**src/rtl/vga_frame_fetcher_pkg.sv**
```systemverilog
// Shared SRAM-port types and framebuffer geometry for the VGA frame fetcher.
// SRAM widths match the arbiter's 1M x 16 external part.
package vga_frame_fetcher_pkg;

  localparam int SRAM_ADDRESS_WIDTH  = 20;
  localparam int SRAM_DATA_WIDTH     = 16;
  localparam int FRAME_WORDS_DEFAULT = 307200;
  localparam int FB_BASE_ADDR        = 0;

  typedef struct packed {
    logic [SRAM_ADDRESS_WIDTH-1:0] address;
    logic                          oe_n;
    logic                          we_n;
    logic                          den;
    logic [SRAM_DATA_WIDTH-1:0]    dout;
  } SramRequest_t;

  typedef struct packed {
    logic                       done;
    logic [SRAM_DATA_WIDTH-1:0] din;
  } SramResult_t;

  typedef enum logic [1:0] {
    IDLE,
    FETCH,
    DRAINED
  } FetcherState_t;

endpackage

```
**src/rtl/vga_frame_fetcher_fifo.sv**
```systemverilog
// First-word-fall-through FIFO: head is combinational, push lands one cycle later.
// Push while full is accepted only together with a pop; flush empties it in one cycle.
module sync_fifo_fwft #(
  parameter int WIDTH = 16,
  parameter int DEPTH = 8
) (
  input  logic                     clk,
  input  logic                     rst,
  input  logic                     flush,
  input  logic                     push,
  input  logic [WIDTH-1:0]         pushData,
  input  logic                     pop,
  output logic [WIDTH-1:0]         head,
  output logic [$clog2(DEPTH):0]   count,
  output logic                     full,
  output logic                     empty
);

  localparam int PW = $clog2(DEPTH);

  logic [WIDTH-1:0] mem [DEPTH];
  logic [PW-1:0]    wrPtr;
  logic [PW-1:0]    rdPtr;
  logic             doPop;
  logic             doPush;

  assign empty  = (count == '0);
  assign full   = (count == (PW+1)'(DEPTH));
  assign doPop  = pop && !empty;
  assign doPush = push && (!full || doPop);
  assign head   = mem[rdPtr];

  // Storage is cleared on reset so the head reads zero before the first frame.
  always_ff @(posedge clk) begin
    if (rst) begin
      for (int i = 0; i < DEPTH; i++) mem[i] <= '0;
      wrPtr <= '0;
      rdPtr <= '0;
      count <= '0;
    end else if (flush) begin
      wrPtr <= '0;
      rdPtr <= '0;
      count <= '0;
    end else begin
      if (doPush) begin
        mem[wrPtr] <= pushData;
        wrPtr      <= wrPtr + 1'b1;
      end
      if (doPop) rdPtr <= rdPtr + 1'b1;
      case ({doPush, doPop})
        2'b10:   count <= count + 1'b1;
        2'b01:   count <= count - 1'b1;
        default: count <= count;
      endcase
    end
  end

endmodule

```
**src/rtl/vga_frame_fetcher.sv**
```systemverilog
// Streams one framebuffer per frameStart from SRAM into a small FWFT FIFO for scanout.
// First pixel 2-3 cycles after frameStart; a full FIFO simply skips the granted slot.
module vga_frame_fetcher
  import vga_frame_fetcher_pkg::*;
#(
  parameter int BASE_ADDR   = FB_BASE_ADDR,
  parameter int FRAME_WORDS = FRAME_WORDS_DEFAULT,
  parameter int FIFO_DEPTH  = 8
) (
  input  logic                       clk,
  input  logic                       rst,
  input  logic                       frameStart,
  input  logic                       pixelReq,
  output logic [SRAM_DATA_WIDTH-1:0] pixelData,
  output logic                       pixelValid,
  output logic                       underflow,
  output SramRequest_t               vgaRequest,
  input  SramResult_t                vgaResult
);

  localparam int CW = $clog2(FRAME_WORDS + 1);
  localparam int QW = $clog2(FIFO_DEPTH) + 1;
  localparam logic [SRAM_ADDRESS_WIDTH-1:0] BASE      = SRAM_ADDRESS_WIDTH'(BASE_ADDR);
  localparam logic [CW-1:0]                 LAST_WORD = CW'(FRAME_WORDS - 1);

  FetcherState_t                 state;
  FetcherState_t                 stateNext;
  logic [SRAM_ADDRESS_WIDTH-1:0] readAddr;
  logic [CW-1:0]                 fetchCount;
  logic [QW-1:0]                 fifoCount;
  logic                          fifoFull;
  logic                          fifoEmpty;
  logic                          pop;
  logic                          capture;

  assign pop        = pixelReq && !fifoEmpty;
  assign pixelValid = (fifoCount != '0);
  // A same-cycle pop frees the slot, so a full FIFO can still take the granted word.
  assign capture    = (state == FETCH) && vgaResult.done && (!fifoFull || pop) && !frameStart;

  always_ff @(posedge clk) begin
    if (rst) state <= IDLE;
    else     state <= stateNext;
  end

  always_comb begin
    stateNext             = state;
    vgaRequest.address    = readAddr;
    vgaRequest.oe_n       = 1'b1;
    vgaRequest.we_n       = 1'b1;
    vgaRequest.den        = 1'b0;
    vgaRequest.dout       = '0;
    if (frameStart) begin
      stateNext = FETCH;
    end else begin
      case (state)
        IDLE:    stateNext = IDLE;
        FETCH:   if (capture && fetchCount == LAST_WORD) stateNext = DRAINED;
        DRAINED: stateNext = DRAINED;
        default: stateNext = IDLE;
      endcase
    end
    if (state == FETCH) vgaRequest.oe_n = 1'b0;
  end

  always_ff @(posedge clk) begin
    if (rst || frameStart) begin
      readAddr   <= BASE;
      fetchCount <= '0;
    end else if (capture) begin
      readAddr   <= readAddr + 1'b1;
      fetchCount <= fetchCount + 1'b1;
    end
  end

  always_ff @(posedge clk) begin
    if (rst)                                           underflow <= 1'b0;
    else if (pixelReq && fifoEmpty && !frameStart)     underflow <= 1'b1;
  end

  sync_fifo_fwft #(
    .WIDTH (SRAM_DATA_WIDTH),
    .DEPTH (FIFO_DEPTH)
  ) u_fifo (
    .clk      (clk),
    .rst      (rst),
    .flush    (frameStart),
    .push     (capture),
    .pushData (vgaResult.din),
    .pop      (pop),
    .head     (pixelData),
    .count    (fifoCount),
    .full     (fifoFull),
    .empty    (fifoEmpty)
  );

endmodule

```
**config.mk**
```make
export PLATFORM = sky130hd
export DESIGN_NAME = vga_frame_fetcher
export DESIGN_NICKNAME = d
export VERILOG_FILES = /design/src/rtl/vga_frame_fetcher_pkg.sv /design/src/rtl/vga_frame_fetcher_fifo.sv /design/src/rtl/vga_frame_fetcher.sv
export SDC_FILE = /design/constraint.sdc
export NUM_CORES = 1
export LEC_CHECK = 0
export CAP_MARGIN = 10
export CORE_ASPECT_RATIO = 1.4
export CORE_MARGIN = 2
export CORE_UTILIZATION = 45
export DETAILED_ROUTE_END_ITERATION = 7
export HOLD_SLACK_MARGIN = 0.15
export PLACE_DENSITY = 0.67
export SKIP_LAST_GASP = 1
export SYNTH_ARGS = -nofsm -noshare
export SYNTH_HDL_FRONTEND = slang
export SYNTH_SLANG_ARGS = --single-unit
```
**constraint.sdc**
```tcl
create_clock -name clk -period 2.5 [get_ports clk]
set_input_delay 0.625 -clock clk [delete_from_list [all_inputs] [get_ports clk]]
set_output_delay 0.625 -clock clk [all_outputs]
set_load 0.01 [all_outputs]
```
Yosys cells after proc, flatten, opt, wreduce, memory -nomap -nowiden --
Memory sizes are Yosys's and may differ from the RTL's. A register that Yosys moved wholly into a read port is not among the register bits. Index checks and enable logic that the tools add are counted.
Storage, ports and cells: register bits 52, bits in writable memories 128, input bits 21, logic and storage cells 59, memories 1
Cells by class: add/sub/neg operators 6, equal/unequal tests 8, mux-type cells 16, reduce and logical (&&, ||, !) cells 20
Memories:
- u_fifo.mem | words 8, bits a word 16, rd ports 1, clocked after memory_dff 1, write ports 8, line vga_frame_fetcher_fifo.sv:21 | logic [WIDTH-1:0] mem [DEPTH];
Operators by type and width (count):
- $add A20 B1 Y20 const B | 1
- $add A19 B1 Y19 const B | 1
- $eq A19 B19 Y1 const B | 1
- $mux W16 | 1
- $reduce_or A16 Y1 | 1
- $logic_and A1 B1 Y1 | 9
- $mux W1 | 9
- $mux W3 | 3
- $pmux W4 S2 | 1
- $add A3 B1 Y3 const B | 2
- $add A4 B1 Y4 const B | 1
- $eq A2 B1 Y1 const B | 2
- $eq A2 B2 Y1 const B | 2
- $eq A4 B4 Y1 const B | 1
- $logic_not A4 Y1 | 1
- $pmux W2 S2 | 1
- $reduce_bool A4 Y1 | 1
- $sub A4 B1 Y4 const B | 1
- $logic_not A1 Y1 | 3
- $logic_or A1 B1 Y1 | 3
- $ne A3 B3 Y1 const B | 1
- $mux W2 | 1
- $ne A2 B2 Y1 const B | 1
- $reduce_bool A2 Y1 | 1
- $reduce_or A2 Y1 | 1

Longest topological paths before layout --
depth after elaboration 13, gate-level depth with buffers 13

Cells and area by module --
A second synthesis with hierarchy kept.
Unflattened totals: cell total of the unflattened synthesis 722, area total of the unflattened synthesis 8659.6 µm²
By module, submodules not included:
- sync_fifo_fwft | times used 1, cells an instance 462, area an instance 6429.9 µm², sequential area each 4103.9 µm²
- vga_frame_fetcher | times used 1, cells an instance 260, area an instance 2229.6 µm², sequential area each 840.8 µm²

Worst setup path after synthesis --
OpenSTA, ideal clock, no wires.
path kind input port to flip-flop, start input frameStart, end register u_fifo.count[3], setup time 0.072 ns, data arrival time 2.531 ns, path slack -0.102 ns, stages on the path 10, buffers on the path 1, path through nand3b_4 a21oi_4 inv_4 buf_6 ha_1 ha_1 a21o_1 a21oi_1 mux2i_1 mux2i_1
On the way: cells in the longest elaborated chain, start to end 5, elaborated cells between the ends (all ways) 8, classes of those cells eq/ne (2); mux (1); reduce/logical (5)
RTL lines:
- start, declared | line vga_frame_fetcher.sv:12 | input logic frameStart,
- $logic_not A1 Y1 | line vga_frame_fetcher.sv:39 | assign capture = (state == FETCH) && vgaResult.done && (!fifoFull || pop) && !frameStart;
- $logic_and A1 B1 Y1 | line vga_frame_fetcher.sv:39
- $logic_and A1 B1 Y1 | line vga_frame_fetcher_fifo.sv:30 | assign doPush = push && (!full || doPop);
- $eq A2 B1 Y1 / $eq A2 B2 Y1 (equally long branches) | line vga_frame_fetcher_fifo.sv:50 | case ({doPush, doPop})
- $pmux W4 S2 / $reduce_bool A2 Y1 (equally long branches)
- end signal, assigned | line vga_frame_fetcher_fifo.sv:51 | 2'b10: count <= count + 1'b1;
- end signal, assigned | line vga_frame_fetcher_fifo.sv:52 | 2'b01: count <= count - 1'b1;
- end signal, assigned | line vga_frame_fetcher_fifo.sv:53 | default: count <= count;
- end, declared | line vga_frame_fetcher_fifo.sv:14 | output logic [$clog2(DEPTH):0] count,
Several ways; a longest one is shown, not always the timed one. A chain may end at the register's enable or synchronous reset.

==> impl_metrics.sql <==
INSERT INTO impl_metrics (metric_group, metric, value, unit) VALUES
('sta', 'finalHoldViolCount', '0', ''),
('logic_synthesis', 'synthesis.area_per_instance', '12.9', 'sq um'),
('setup_path', 'worstSetupEndpointType', 'output pin', ''),
('drt', 'detail_route.wl_per_cell', '18.6', 'um'),
('drt', 'wl_met3', '926', 'um'),
('logic_synthesis', 'yosysSeqAreaShare', '0.572', ''),
('clock_tree', 'clk-insertion-delay-late', '0.43', 'ns'),
('worst_hold_path', 'holdCritPathClass', 'flip-flop to flip-flop', ''),
('logic_synthesis', 'yosysWarningCount', '0', ''),
('sta', 'final_min_period_over_clock_period', '1.05', ''),
('logic_synthesis', 'synthDominantAreaCellType', 'sky130_fd_sc_hd__edfxtp_1', ''),
('sta', 'fmaxAchievable', '382', 'MHz'),
('logic_synthesis', 'syn-instance-count', '671', ''),
('global_route', 'initial_antenna_violation_count', '0', ''),
('finish', 'number_of_nets_in_the_layout', '797', ''),
('drt', 'first_pass_iters', '5', ''),
('logic_synthesis', 'post_synth_fa_ha_maj_area_fraction', '0.0139', ''),
('setup_path', 'crit_fanout', '7', ''),
('clock_tree', 'root_buffer', 'sky130_fd_sc_hd__clkbuf_16', ''),
('setup_path', 'crit_family', 'multiplexers', ''),
('logic_synthesis', 'synth_compound_area_frac', '0.0584', ''),
('finish', 'mostFrequentLayoutCells', '130 x sky130_fd_sc_hd__and2_1, 128 x sky130_fd_sc_hd__edfxtp_1, 54 x sky130_fd_sc_hd__dfxtp_1', ''),
('floorplanning', 'ioPinCount', '78', ''),
('drt', 'detailedRoute.firstIterationViolations', '293', ''),
('outcome', 'violated_checks', 'negative setup slack', ''),
('setup_path', 'classification_of_the_worst_setup_path', 'flip-flop to output pin', ''),
('finish', 'num_antenna_cells', '0', ''),
('drt', 'detail_route.wirelength.met1', '7380', 'um'),
('placed_design', 'dpl_cell_area', '9850', 'sq um'),
('logic_synthesis', 'ys_seq_elements', '183', ''),
('power', 'power_density', '606', 'nW/um^2'),
('sta', 'finalWorstSetupSlack', '-0.115', 'ns'),
('global_route', 'globalRouteTotalUtil', '0.194', ''),
('global_route', 'grt_first_pass_wirelength', '29900', 'um'),
('global_route', 'grt_pass1_vias', '5733', ''),
('drt', 'dr_wl_met2', '10300', 'um'),
('drt', 'vias_per_cell', '5.43', ''),
('logic_synthesis', 'yosys.area_share.simple', '0.192', ''),
('clock_tree', 'clk_pin_slew_worst_paths', '0.07', 'ns'),
('sta', 'grt_setup_unrepaired', 'true', ''),
('worst_hold_path', 'min-delay-start', 'state[0]$_SDFFE_PP0P_', ''),
('drt', 'highest_metal_layer_with_signal_wires', 'met4', ''),
('floorplanning', 'die-width', '121', 'um'),
('logic_synthesis', 'synth_top_area_share', '0.444', ''),
('power', 'ir_worst_vdd', '0.348', 'mV'),
('finish', 'regArea', '4950', 'sq um'),
('setup_path', 'regToRegStartpoint', 'u_fifo.count[0]$_SDFFE_PP0P_', ''),
('setup_path', 'critPathLaunchType', 'flip-flop', ''),
('drt', 'antenna_left', '0', ''),
('clock_tree', 'cts_buffers', '17', ''),
('floorplanning', 'coreArea', '19100', 'sq um'),
('placed_design', 'port_buffers', '59', ''),
('logic_synthesis', 'synth_top_family_by_area', 'simple AND/OR/NAND/NOR gates', ''),
('finish', 'fin_area', '10600', 'sq um'),
('sta', 'finalSetupViolations', '16', ''),
('clock_tree', 'clock_sink_count', '183', ''),
('outcome', 'outcome', 'finished with violations', ''),
('logic_synthesis', 'synth_xor_area_frac', '0.0142', ''),
('setup_path', 'cp_data_required_time', '1.88', 'ns'),
('setup_path', 'critPathSlowestCell', 'sky130_fd_sc_hd__mux4_2', ''),
('clock_tree', 'htree_num_levels', '4', ''),
('finish', 'layout_overhead_on_the_synthesized_area', '22.4', '%'),
('setup_path', 'reg2reg_to', 'u_fifo.count[3]$_SDFFE_PP0P_', ''),
('logic_synthesis', 'dominantRegCellSynth', 'sky130_fd_sc_hd__edfxtp_1', ''),
('setup_path', 'cp_data_arrival_time', '1.99', 'ns'),
('setup_path', 'max_stage_delay', '0.50', 'ns'),
('drt', 'finalWirelength', '19100', 'um'),
('placed_design', 'detailedPlacementHpwl', '12300', 'um'),
('floorplanning', 'starting_density_of_the_core', '0.454', ''),
('drt', 'vias', '5576', ''),
('logic_synthesis', 'distinct_cells_synth', '60', '');
==> power breakdown <==
| part | switching (mW) | internal (mW) |
|---|---|---|
| clock | 1.16 | 1.59 |
| combinational | 0.177 | 0.164 |
| sequential | 0.0221 | 3.31 |
| total | 1.35 | 5.06 |
==> through the flow <==
stage,TNS (ns),instances,hold WS [ns],power [mW],setup WS [ns]
5_1_grt,-2.23,1027,0.524,6.60,-0.178
3_5_place_dp,-16.02,990,0.484,3.73,-0.265
6_report,-1.26,1027,0.496,6.41,-0.115
3_3_place_gp,-9.32,990,0.457,3.72,-0.180
4_1_cts,-1.92,1027,0.498,6.47,-0.135
2_1_floorplan,0,687,0.447,3.56,0.00985
==> how the worst max path moves through the flow <==
stage	start	end	slack [ns]	cells past startpoint
2_1_floorplan	frameStart	u_fifo.count[3]$_SDFFE_PP0P_	0.01	10
3_3_place_gp	vgaResult[16]	readAddr[19]$_SDFFE_PP0P_	-0.18	6
3_5_place_dp	vgaResult[16]	readAddr[19]$_SDFFE_PP0P_	-0.27	6
4_1_cts	flip-flop	pixelData[3]	-0.14	5
5_1_grt	flip-flop	pixelData[3]	-0.18	5
6_report	flip-flop	pixelData[13]	-0.11	5
==> flip-flops by register name, summed over array words and instances (netlist names), named ones only <==
signal        cells
u_fifo.mem      128
u_fifo.rdPtr      3
readAddr         20
u_fifo.count      4
u_fifo.wrPtr      3
state             2
underflow         1
fetchCount       19
==> per-layer routing <==
| layer | global-route usage | vias to the layer above |
|---|---|---|
| met2 | 0.354 | 162 |
| met4 | 0.0900 | 0 |
| met3 | 0.0386 | 37 |
| met1 | 0.214 | 2740 |
| met5 | 0 | - |
| li1 | - | 2637 |
==> repair_timing <==
item,4_1_cts,5_1_grt
pin swaps,0,1
hold buffers,0,0
resized for setup,96,0
buffers inserted,5,2
endpoints found under the setup margin,17,17
gates cloned,1,0
==> cell families after synthesis <==
family	count (synthesis)
AOI/OAI and AO/OA	76
xor gates and xnor gates	14
adders and majority gates	9
buffers and inverters	63
DFF	183
muxes	54
other	2
and+or+nand+nor	270
==> cell usage after synthesis, types with 8 or more instances <==
master / number
sky130_fd_sc_hd__nand4_1: 9
sky130_fd_sc_hd__or2_2: 9
sky130_fd_sc_hd__mux2_2: 17
sky130_fd_sc_hd__clkbuf_1: 23
sky130_fd_sc_hd__o31ai_1: 15
sky130_fd_sc_hd__nand2_1: 27
sky130_fd_sc_hd__and2_1: 130
sky130_fd_sc_hd__buf_4: 18
sky130_fd_sc_hd__dfxtp_1: 55
sky130_fd_sc_hd__or4_1: 15
sky130_fd_sc_hd__edfxtp_1: 128
sky130_fd_sc_hd__nand3_1: 15
sky130_fd_sc_hd__nor2_1: 29
sky130_fd_sc_hd__a21oi_1: 29
sky130_fd_sc_hd__o21ai_0: 8
sky130_fd_sc_hd__ha_1: 8
sky130_fd_sc_hd__mux4_2: 32
sky130_fd_sc_hd__or3_1: 9
sky130_fd_sc_hd__inv_1: 11
==> layout make-up <==
cell class	instances	area share
repair buffers	112	0.112
inverters	12	0.00449
flip-flops and latches	183	0.467
multi-input cells	441	0.330
clock inverters	12	0.0160
clock buffers	19	0.0409
well taps	248	0.0293
==> tightest hold or removal path, stage by stage (launching register included) <==
cell and delay, ns:
sky130_fd_sc_hd__dfxtp_1 0.32, sky130_fd_sc_hd__nand2b_1 0.07, sky130_fd_sc_hd__o22ai_1 0.06
(Power assumes the default switching activity.)
